## src/rtl/multicycle_pkg.sv

```systemverilog
// Shared definitions for the multicycle core: instruction field codes,
// FSM state encoding and ALU operation selects.
package multicycle_pkg;

    // Major opcodes, instruction bits [15:13]
    localparam logic [2:0] OP_RTYPE = 3'b000;
    localparam logic [2:0] OP_LW    = 3'b001;
    localparam logic [2:0] OP_SW    = 3'b010;
    localparam logic [2:0] OP_BEQ   = 3'b011;
    localparam logic [2:0] OP_ADDI  = 3'b100;
    localparam logic [2:0] OP_SLTI  = 3'b101;
    localparam logic [2:0] OP_J     = 3'b110;
    localparam logic [2:0] OP_JAL   = 3'b111;

    // R-type function codes, instruction bits [3:0]
    localparam logic [3:0] FN_ADD = 4'b0000;
    localparam logic [3:0] FN_SUB = 4'b0001;
    localparam logic [3:0] FN_AND = 4'b0010;
    localparam logic [3:0] FN_OR  = 4'b0011;
    localparam logic [3:0] FN_SLT = 4'b0100;
    localparam logic [3:0] FN_JR  = 4'b1000;

    // jal always links into this register
    localparam logic [2:0] LINK_REG = 3'd7;

    typedef enum logic [2:0] {
        FETCH,
        DECODE,
        EXEC,
        MEM,
        WB
    } state_t;

    typedef enum logic [2:0] {
        ALU_ADD,
        ALU_SUB,
        ALU_AND,
        ALU_OR,
        ALU_SLT
    } alu_op_t;

    // True for R-type functs that produce a register result
    function automatic logic is_alu_funct(input logic [3:0] funct);
        return (funct == FN_ADD) || (funct == FN_SUB) || (funct == FN_AND) ||
               (funct == FN_OR)  || (funct == FN_SLT);
    endfunction

endpackage

```

## src/rtl/mc_alu.sv

```systemverilog
// Combinational ALU for the multicycle core: add/sub/and/or/slt with a
// zero flag used by beq. slt compare signedness is fixed at elaboration.
module mc_alu
    import multicycle_pkg::*;
#(
    parameter int DW         = 16,
    parameter bit SLT_SIGNED = 1'b0
) (
    input  logic [DW-1:0] a,
    input  logic [DW-1:0] b,
    input  alu_op_t       op,
    output logic [DW-1:0] result,
    output logic          zero
);

    logic less;

    // Less-than in the configured signedness
    always_comb begin
        less = SLT_SIGNED ? ($signed(a) < $signed(b)) : (a < b);
    end

    // Operation select; everything wraps modulo 2^DW
    always_comb begin
        result = '0;
        case (op)
            ALU_ADD: result = a + b;
            ALU_SUB: result = a - b;
            ALU_AND: result = a & b;
            ALU_OR:  result = a | b;
            ALU_SLT: result = {{(DW-1){1'b0}}, less};
            default: result = '0;
        endcase
    end

    assign zero = ~|result;

endmodule

```

## src/rtl/multicycle_core.sv

```systemverilog
// Five-state multicycle processor core (FETCH/DECODE/EXEC/MEM/WB) with a
// 16-bit instruction format, 8 x DW register file and separate
// request/ready instruction and data ports.
module multicycle_core
    import multicycle_pkg::*;
#(
    parameter int DW         = 16,
    parameter bit SLT_SIGNED = 1'b0
) (
    input  logic          clk,
    input  logic          rst,
    output logic          imem_req,
    output logic [DW-1:0] imem_addr,
    input  logic [15:0]   imem_rdata,
    input  logic          imem_ready,
    output logic          dmem_req,
    output logic          dmem_we,
    output logic [DW-1:0] dmem_addr,
    output logic [DW-1:0] dmem_wdata,
    input  logic [DW-1:0] dmem_rdata,
    input  logic          dmem_ready,
    output logic [DW-1:0] pc_out,
    output logic          retire,
    output logic          illegal
);

    state_t        state;
    state_t        state_next;

    logic [15:0]   ir;
    logic [DW-1:0] pc;
    logic [DW-1:0] pc_next;
    logic [DW-1:0] a_reg;
    logic [DW-1:0] b_reg;
    logic [DW-1:0] alu_out;
    logic [DW-1:0] mdr;
    logic [DW-1:0] regs [8];

    // Instruction fields (rd/funct overlap the immediate by design)
    logic [2:0]    opcode;
    logic [2:0]    rs;
    logic [2:0]    rt;
    logic [2:0]    rd;
    logic [3:0]    funct;
    logic [12:0]   target;

    assign opcode = ir[15:13];
    assign rs     = ir[12:10];
    assign rt     = ir[9:7];
    assign rd     = ir[6:4];
    assign funct  = ir[3:0];
    assign target = ir[12:0];

    logic          funct_is_alu;
    logic          funct_is_jr;

    assign funct_is_alu = is_alu_funct(funct);
    assign funct_is_jr  = (funct == FN_JR);

    // Address arithmetic
    logic [DW-1:0] imm_sext;
    logic [DW-1:0] pc_plus2;
    logic [DW-1:0] branch_target;
    logic [DW-1:0] jump_target;

    assign imm_sext      = {{(DW-7){ir[6]}}, ir[6:0]};
    assign pc_plus2      = pc + DW'(2);
    assign branch_target = pc_plus2 + {imm_sext[DW-2:0], 1'b0};
    assign jump_target   = {pc_plus2[DW-1:14], target, 1'b0};

    // Register file read ports; R0 is hardwired to zero
    logic [DW-1:0] rf_rdata_a;
    logic [DW-1:0] rf_rdata_b;

    assign rf_rdata_a = (rs == 3'd0) ? '0 : regs[rs];
    assign rf_rdata_b = (rt == 3'd0) ? '0 : regs[rt];

    // ALU
    alu_op_t       alu_op;
    logic [DW-1:0] alu_b;
    logic [DW-1:0] alu_result;
    logic          alu_zero;

    // ALU operation and second operand chosen from the opcode/funct
    always_comb begin
        alu_op = ALU_ADD;
        alu_b  = imm_sext;
        case (opcode)
            OP_RTYPE: begin
                alu_b = b_reg;
                case (funct)
                    FN_SUB:  alu_op = ALU_SUB;
                    FN_AND:  alu_op = ALU_AND;
                    FN_OR:   alu_op = ALU_OR;
                    FN_SLT:  alu_op = ALU_SLT;
                    default: alu_op = ALU_ADD;
                endcase
            end
            OP_BEQ: begin
                alu_b  = b_reg;
                alu_op = ALU_SUB;
            end
            OP_SLTI: alu_op = ALU_SLT;
            default: alu_op = ALU_ADD;
        endcase
    end

    mc_alu #(
        .DW         (DW),
        .SLT_SIGNED (SLT_SIGNED)
    ) u_alu (
        .a      (a_reg),
        .b      (alu_b),
        .op     (alu_op),
        .result (alu_result),
        .zero   (alu_zero)
    );

    // FSM state register
    always_ff @(posedge clk or posedge rst) begin
        if (rst) begin
            state <= FETCH;
        end else begin
            state <= state_next;
        end
    end

    // Next-state and handshake/status outputs; reset forces every strobe low
    always_comb begin
        state_next = state;
        imem_req   = 1'b0;
        dmem_req   = 1'b0;
        dmem_we    = 1'b0;
        retire     = 1'b0;
        illegal    = 1'b0;
        case (state)
            FETCH: begin
                imem_req = 1'b1;
                if (imem_ready) begin
                    state_next = DECODE;
                end
            end
            DECODE: state_next = EXEC;
            EXEC: begin
                case (opcode)
                    OP_RTYPE: begin
                        if (funct_is_alu) begin
                            state_next = WB;
                        end else begin
                            state_next = FETCH;
                            retire     = 1'b1;
                            illegal    = !funct_is_jr;
                        end
                    end
                    OP_ADDI, OP_SLTI: state_next = WB;
                    OP_LW, OP_SW:     state_next = MEM;
                    default: begin
                        state_next = FETCH;
                        retire     = 1'b1;
                    end
                endcase
            end
            MEM: begin
                dmem_req = 1'b1;
                dmem_we  = (opcode == OP_SW);
                if (dmem_ready) begin
                    if (opcode == OP_LW) begin
                        state_next = WB;
                    end else begin
                        state_next = FETCH;
                        retire     = 1'b1;
                    end
                end
            end
            WB: begin
                retire     = 1'b1;
                state_next = FETCH;
            end
            default: state_next = FETCH;
        endcase
        if (rst) begin
            imem_req = 1'b0;
            dmem_req = 1'b0;
            dmem_we  = 1'b0;
            retire   = 1'b0;
            illegal  = 1'b0;
        end
    end

    // PC candidate for the end of EXEC: branch, jump, jr or fall-through
    always_comb begin
        pc_next = pc_plus2;
        case (opcode)
            OP_BEQ: begin
                if (alu_zero) begin
                    pc_next = branch_target;
                end
            end
            OP_J, OP_JAL: pc_next = jump_target;
            OP_RTYPE: begin
                if (funct_is_jr) begin
                    pc_next = a_reg;
                end
            end
            default: pc_next = pc_plus2;
        endcase
    end

    // Register write port: jal links in EXEC, everything else writes in WB
    logic          rf_we;
    logic [2:0]    rf_waddr;
    logic [DW-1:0] rf_wdata;

    always_comb begin
        rf_we    = 1'b0;
        rf_waddr = rd;
        rf_wdata = alu_out;
        if ((state == EXEC) && (opcode == OP_JAL)) begin
            rf_we    = 1'b1;
            rf_waddr = LINK_REG;
            rf_wdata = pc_plus2;
        end else if (state == WB) begin
            rf_we = 1'b1;
            case (opcode)
                OP_RTYPE: rf_waddr = rd;
                OP_LW: begin
                    rf_waddr = rt;
                    rf_wdata = mdr;
                end
                default: rf_waddr = rt;
            endcase
        end
    end

    // Datapath latches: IR on fetch, operands in DECODE, result and PC in EXEC, load data in MEM
    always_ff @(posedge clk or posedge rst) begin
        if (rst) begin
            pc      <= '0;
            ir      <= '0;
            a_reg   <= '0;
            b_reg   <= '0;
            alu_out <= '0;
            mdr     <= '0;
        end else begin
            if ((state == FETCH) && imem_ready) begin
                ir <= imem_rdata;
            end
            if (state == DECODE) begin
                a_reg <= rf_rdata_a;
                b_reg <= rf_rdata_b;
            end
            if (state == EXEC) begin
                alu_out <= alu_result;
                pc      <= pc_next;
            end
            if ((state == MEM) && dmem_ready) begin
                mdr <= dmem_rdata;
            end
        end
    end

    // Register file storage; writes to R0 are dropped
    always_ff @(posedge clk or posedge rst) begin
        if (rst) begin
            for (int i = 0; i < 8; i++) begin
                regs[i] <= '0;
            end
        end else if (rf_we && (rf_waddr != 3'd0)) begin
            regs[rf_waddr] <= rf_wdata;
        end
    end

    assign imem_addr  = pc;
    assign pc_out     = pc;
    assign dmem_addr  = alu_out;
    assign dmem_wdata = b_reg;

endmodule
```

## config.mk

```make
export PLATFORM = sky130hd
export DESIGN_NAME = multicycle_core
export DESIGN_NICKNAME = d
export VERILOG_FILES = /design/src/rtl/multicycle_pkg.sv /design/src/rtl/mc_alu.sv /design/src/rtl/multicycle_core.sv
export SDC_FILE = /design/constraint.sdc
export NUM_CORES = 1
export LEC_CHECK = 0
export ABC_AREA = 1
export CAP_MARGIN = 20
export CORE_ASPECT_RATIO = 1.1
export CORE_MARGIN = 2
export CORE_UTILIZATION = 65
export DETAILED_ROUTE_END_ITERATION = 7
export PLACE_DENSITY = 0.87
export SLEW_MARGIN = 30
export SYNTH_ARGS = -nofsm -noshare
export SYNTH_HDL_FRONTEND = slang
export SYNTH_SLANG_ARGS = --single-unit
```

## constraint.sdc

```tcl
create_clock -name clk -period 19.4 [get_ports clk]
set_clock_uncertainty 0.05 [all_clocks]
set_input_delay 5.82 -clock clk [delete_from_list [all_inputs] [get_ports clk]]
set_output_delay 5.82 -clock clk [all_outputs]
set_load 0.01 [all_outputs]
```

# Word-level counts from Yosys, hierarchy flattened
# Cells that the tools add are included.
[classes]
addsub = 4
n_lt_le_gt_ge = 5
eq_ne = 22
n_mux = 48
bitwise_logic = 5
reduce_logical = 24
[ops]
columns = ["operator", "n"]
rows = [
  ["$mux 16", 13],
  ["$bwmux 128", 1],
  ["$bmux 16 s3", 2],
  ["$pmux 16 s5", 1],
  ["$demux 16 s3", 1],
  ["$pmux 16 s3", 1],
  ["$add 16x16->16", 2],
  ["$pmux 3 s4", 2],
  ["$mux 3", 7],
  ["$eq 3x2->1 const B", 6],
  ["$eq 3x3->1 const B", 6],
  ["$pmux 3 s3", 2],
  ["$add 16x2->16 const B", 1],
  ["$and 16x16->16", 1],
  ["$lt 16x16->1", 1],
  ["$mux 1", 16],
  ["$or 16x16->16", 1],
  ["$reduce_or 16->1", 1],
  ["$sub 16x16->16", 1],
  ["$logic_not 3->1", 5],
  ["$ge 4x4->1 const B", 3],
  ["$not 3->4", 3],
  ["$eq 3x1->1 const B", 3],
  ["$eq 4x2->1 const B", 2],
  ["15 further kinds", 26],
]
[totals]
register_bits = 227
inputBits = 36
output_inout_bits = 69
word_cells = 123

# Logic depth before layout (Yosys ltp)
[depth]
depth_word = 10
mapped_depth = 29
mapped_depth_nobuf = 26

# By module
# A second synthesis with hierarchy kept.
[unflattened]
cells_unflattened = 2152
hier_area_um2 = 14716.6
[by_module_without_submodules]
columns = ["module", "instances", "cells_per_inst", "area_per_inst_um2", "seq_area_each_um2"]
rows = [
  ["multicycle_core", 1, 1614, 11926.4, 5280.1],
  ["mc_alu", 1, 538, 2790.2, 0.0],
]

# Least setup slack after synthesis
# OpenSTA, ideal clock, no wires.
[synth_timing]
path_type = "input to output"
start = "input port dmem_ready"
end = "output port retire"
arrival_ps = 6505
required_ps = 13530
setup_slack_ps = 7025
path_stages = 4
path_buffers = 0
path_cell_list = "inv_1 -> nor2_1 -> a21oi_1 -> a21oi_1"
[synth_between]
elab_chain_cells = 3
[synth_rtl]
columns = ["item", "line", "source"]
rows = [
  ["start, declared", "multicycle_core.sv:21", "input logic dmem_ready,"],
  ["$mux 1", "multicycle_core.sv:166", "if (dmem_ready) begin"],
  ["$pmux 1 s3", "multicycle_core.sv:136", "case (state)"],
  ["$mux 1", "multicycle_core.sv:181", "if (rst) begin"],
  ["end, declared", "multicycle_core.sv:23", "output logic retire,"],
]
# Every way passes these cells.

# Worst setup path after layout
# Same ends and word-level chain as after synthesis.

==> results.py <==
metrics = {
    "timing": {
        "grt_setup_unrepaired": "false",
        "min_period_over_period_pct": 68.46,
        "fin_setup_tns_ns": 0,
        "layout_min_cycle_time_ns": 13.28,
        "fmax_ghz": 0.07529,
        "relSlewSlack_pct": 36.35,
        "worst_slew_pin_slew_ns": 0.9525,
        "hold_viol_final": 0,
        "setup_viol": 0,
        "slew_viol_final": 0,
    },
    "route": {
        "first_iter_violations": 1876,
        "drc": 0,
        "ant_nets": 0,
        "wl_per_cell_um": 20.02,
        "via_count": 15000,
        "via_per_inst": 6.149,
        "drt_wl_total_um": 48820,
        "first_pass_iters": 6,
    },
    "clock_tree": {
        "cts_sinks": 211,
        "cts_resized": 0,
        "post_cts_buffers": 0,
        "root_buffer": "clkbuf_16",
        "cts_hold_buf": 0,
        "insertion_delay_ns": 0.52,
        "numCtsBuffers": 24,
        "htree_levels": 1,
        "tritoncts": "yes",
        "cts.path.max_buffers": 3,
        "clkTransAtPathRegs_ns": 0.06,
    },
    "critical_path": {
        "worstPathRequired_ns": 13.53,
        "path_buf_inv": 4,
        "criticalPathCategory": "primary input to output port",
        "max_stage_delay_ns": 0.55,
        "path_max_fanout": 18,
        "rr_worst_depth": 25,
        "cp_top_family": "buffers and inverters",
        "rr_startpoint": "ir[15]$_DFFE_PP0P_",
        "ff2ff_setup_slack_ns": 14.93,
        "endpoint_kind": "output port",
        "crit_chain": "clkdlybuf4s50_1 > inv_1 > nor2_1 > buf_4 > a21oi_1 > a21oi_1 > clkdlybuf4s50_1",
        "critPathArrivalTime_ns": 7.41,
        "worst_setup_path_start_kind": "primary input",
        "slowest_stage": "clkdlybuf4s50_1",
        "worstReg2RegEnd": "imem_addr[13]$_DFFE_PP0N_",
    },
    "floorplan": {
        "die_w_um": 147.5,
        "die_area_mm2": 0.02388,
        "initial_utilization_pct": 66.40,
        "ios": 105,
        "die_y_um": 161.9,
        "coreArea_mm2": 0.02218,
        "core.rowCount": 57,
    },
    "global_route": {
        "grt_pass1_vias": 14110,
        "overflow": 0,
        "grt_max_degree": 145,
        "grt_use_total_pct": 40.52,
        "grt_antenna_before_repair": 0,
        "grt_pass1_wl_um": 75760,
    },
    "finish": {
        "antenna_cells": 0,
        "final_cells": 2439,
        "areaGrowthSynthToFinish_pct": 12.14,
        "most-common-layout-cells": "nand2_1, inv_1, o21ai_0",
        "final_layout_size_suffix_gt1_share_pct": 5.877,
        "final_nets": 2233,
        "fin_util_pct": 74.46,
        "num-fill-cells": 1750,
        "top_register": "regs",
        "layout_commonest_cell": "nand2_1",
        "largest_reg_flops": 112,
    },
    "logic_synthesis": {
        "synthFlopType": "dfrtp_1",
        "yosysUniqueCellTypes": 52,
        "synth_top_family_by_area": "simple AND/OR/NAND/NOR gates",
        "synth-simple-area-share_pct": 23.21,
        "synth-seq-cells": 211,
        "syn_avg_cell_area_um2": 7.033,
        "syn-num-nets": 2198,
        "seq_area_frac_synth_pct": 35.85,
        "synth-xor-area-share_pct": 1.427,
        "yosysWarnings": 0,
        "synth_adder_area_share_pct": 5.930,
        "netlist_instances": 2094,
        "synth_area_mm2": 0.01473,
        "async_flop_share_pct": 100.0,
        "synthMuxAreaShare_pct": 2.370,
        "synth-edff-count": 0,
        "synth_compound_area_share_pct": 19.43,
    },
    "power": {
        "ir_worst_vdd_mv": 0.1546,
        "p_total_mw": 3.414,
        "cellPowerDensity_mw_per_mm2": 206.7,
        "p_leak_nw": 8.060,
    },
    "worst_hold_path": {
        "hold_path_class": "register to register",
        "holdPathEnd": "mdr[7]$_DFFE_PP0P_",
        "whs_path_depth": 2,
        "min_from": "mdr[7]$_DFFE_PP0P_",
    },
    "job": {
        "maxCapViolations": 0,
    },
    "place": {
        "dp_hpwl_um": 35360,
        "port_buffers": 104,
        "numPlacedInstances": 2398,
        "gp_congestion": 0.9662,
    },
    "run_status": {
        "status": "complete, no violations",
    },
}
-- cell families (layout without fill, tap and decap cells) --
logic type,count (synthesis),count (layout)
compound gates,520,520
xor+xnor,24,24
fa+ha+maj,68,68
buf+inv,432,482
flops,211,211
mux,31,31
simple gates,808,808
-- per-stage QoR --
step	worst slack [ns]	instance area [um2]	hold WS, ns
after detailed placement	6.117	15770	0.4289
after global routing	6.021	16510	0.4794
final	6.118	16510	0.4523
after CTS	6.121	16510	0.4554
after global placement	6.146	15760	0.4158
after floorplan	7.025	14730	0.3867
-- metal layers --
metal	wire, um	vias up	GRT usage (%)	part of all wire (%)
li1	-	6860	-	-
met1	18020	6958	52.10	37
met2	22230	956	64.40	46
met3	5337	224	7.640	11
met4	3233	0	23.43	6.6
met5	0	-	0	0
-- power by group --
group | internal (mW) | switching, mW
registers | 0.624 | 0.170
clock network | 0.251 | 0.179
logic | 0.697 | 1.49
-- cell usage after synthesis (3+ instances only) --
library cell  number  share of area, %
a31oi_1            3              0.13
xnor2_1            4              0.24
nor2_1            83               2.1
ha_1              65               5.5
clkbuf_1          67               1.7
dfrtp_1          211                36
nand2_1          541                14
o41ai_1            3              0.18
a221oi_1          13              0.77
buf_2             16              0.54
buf_4             20               1.0
o21ai_1           28              0.95
o21ai_0          277               9.4
nor2_2             6              0.25
mux2_2            31               2.4
buf_1              4              0.10
inv_1            306               7.8
fa_1               3              0.41
o2111ai_1         17               1.0
o211ai_1          29               1.5
a21oi_1          129               4.4
inv_2             10              0.25
or2_2              7              0.30
o22ai_1            3              0.13
nand3_1          115               3.9
nand4_1           15              0.64
o221ai_1           5              0.30
clkinv_1           5              0.13
nand2_4            5              0.38
nand3b_1           3              0.15
o21bai_1           5              0.25
nor3_1            16              0.54
xor2_1            20               1.2
-- worst max-delay path by stage --
| stage | start | end | slack, ns | depth (start not counted) |
|---|---|---|---|---|
| final | dmem_ready | retire | 6.12 | 7 |
| after detailed placement | dmem_ready | retire | 6.12 | 7 |
| after floorplan | dmem_ready | retire | 7.03 | 4 |
| after CTS | dmem_ready | retire | 6.12 | 7 |
| after global routing | dmem_ready | retire | 6.02 | 7 |
| after global placement | dmem_ready | retire | 6.15 | 7 |
-- tightest hold or removal path, delay by kind of cell (launching register included) --
kind             cells  cell delay (ns)
DFF                  1             0.36
and+or+nand+nor      2             0.11
-- layout make-up --
type | instances | area [um2] | area share, %
Clock buffer | 36 | 706.9 | 4.281
Timing Repair Buffer | 120 | 1161 | 7.031
Clock inverter | 5 | 36.28 | 0.2197
Inverter | 321 | 1217 | 7.372
Multi-Input combinational cell | 1451 | 7744 | 46.89
Tap cell | 295 | 369.1 | 2.235
Sequential cell | 211 | 5280 | 31.97
(Power assumes the default switching activity.)
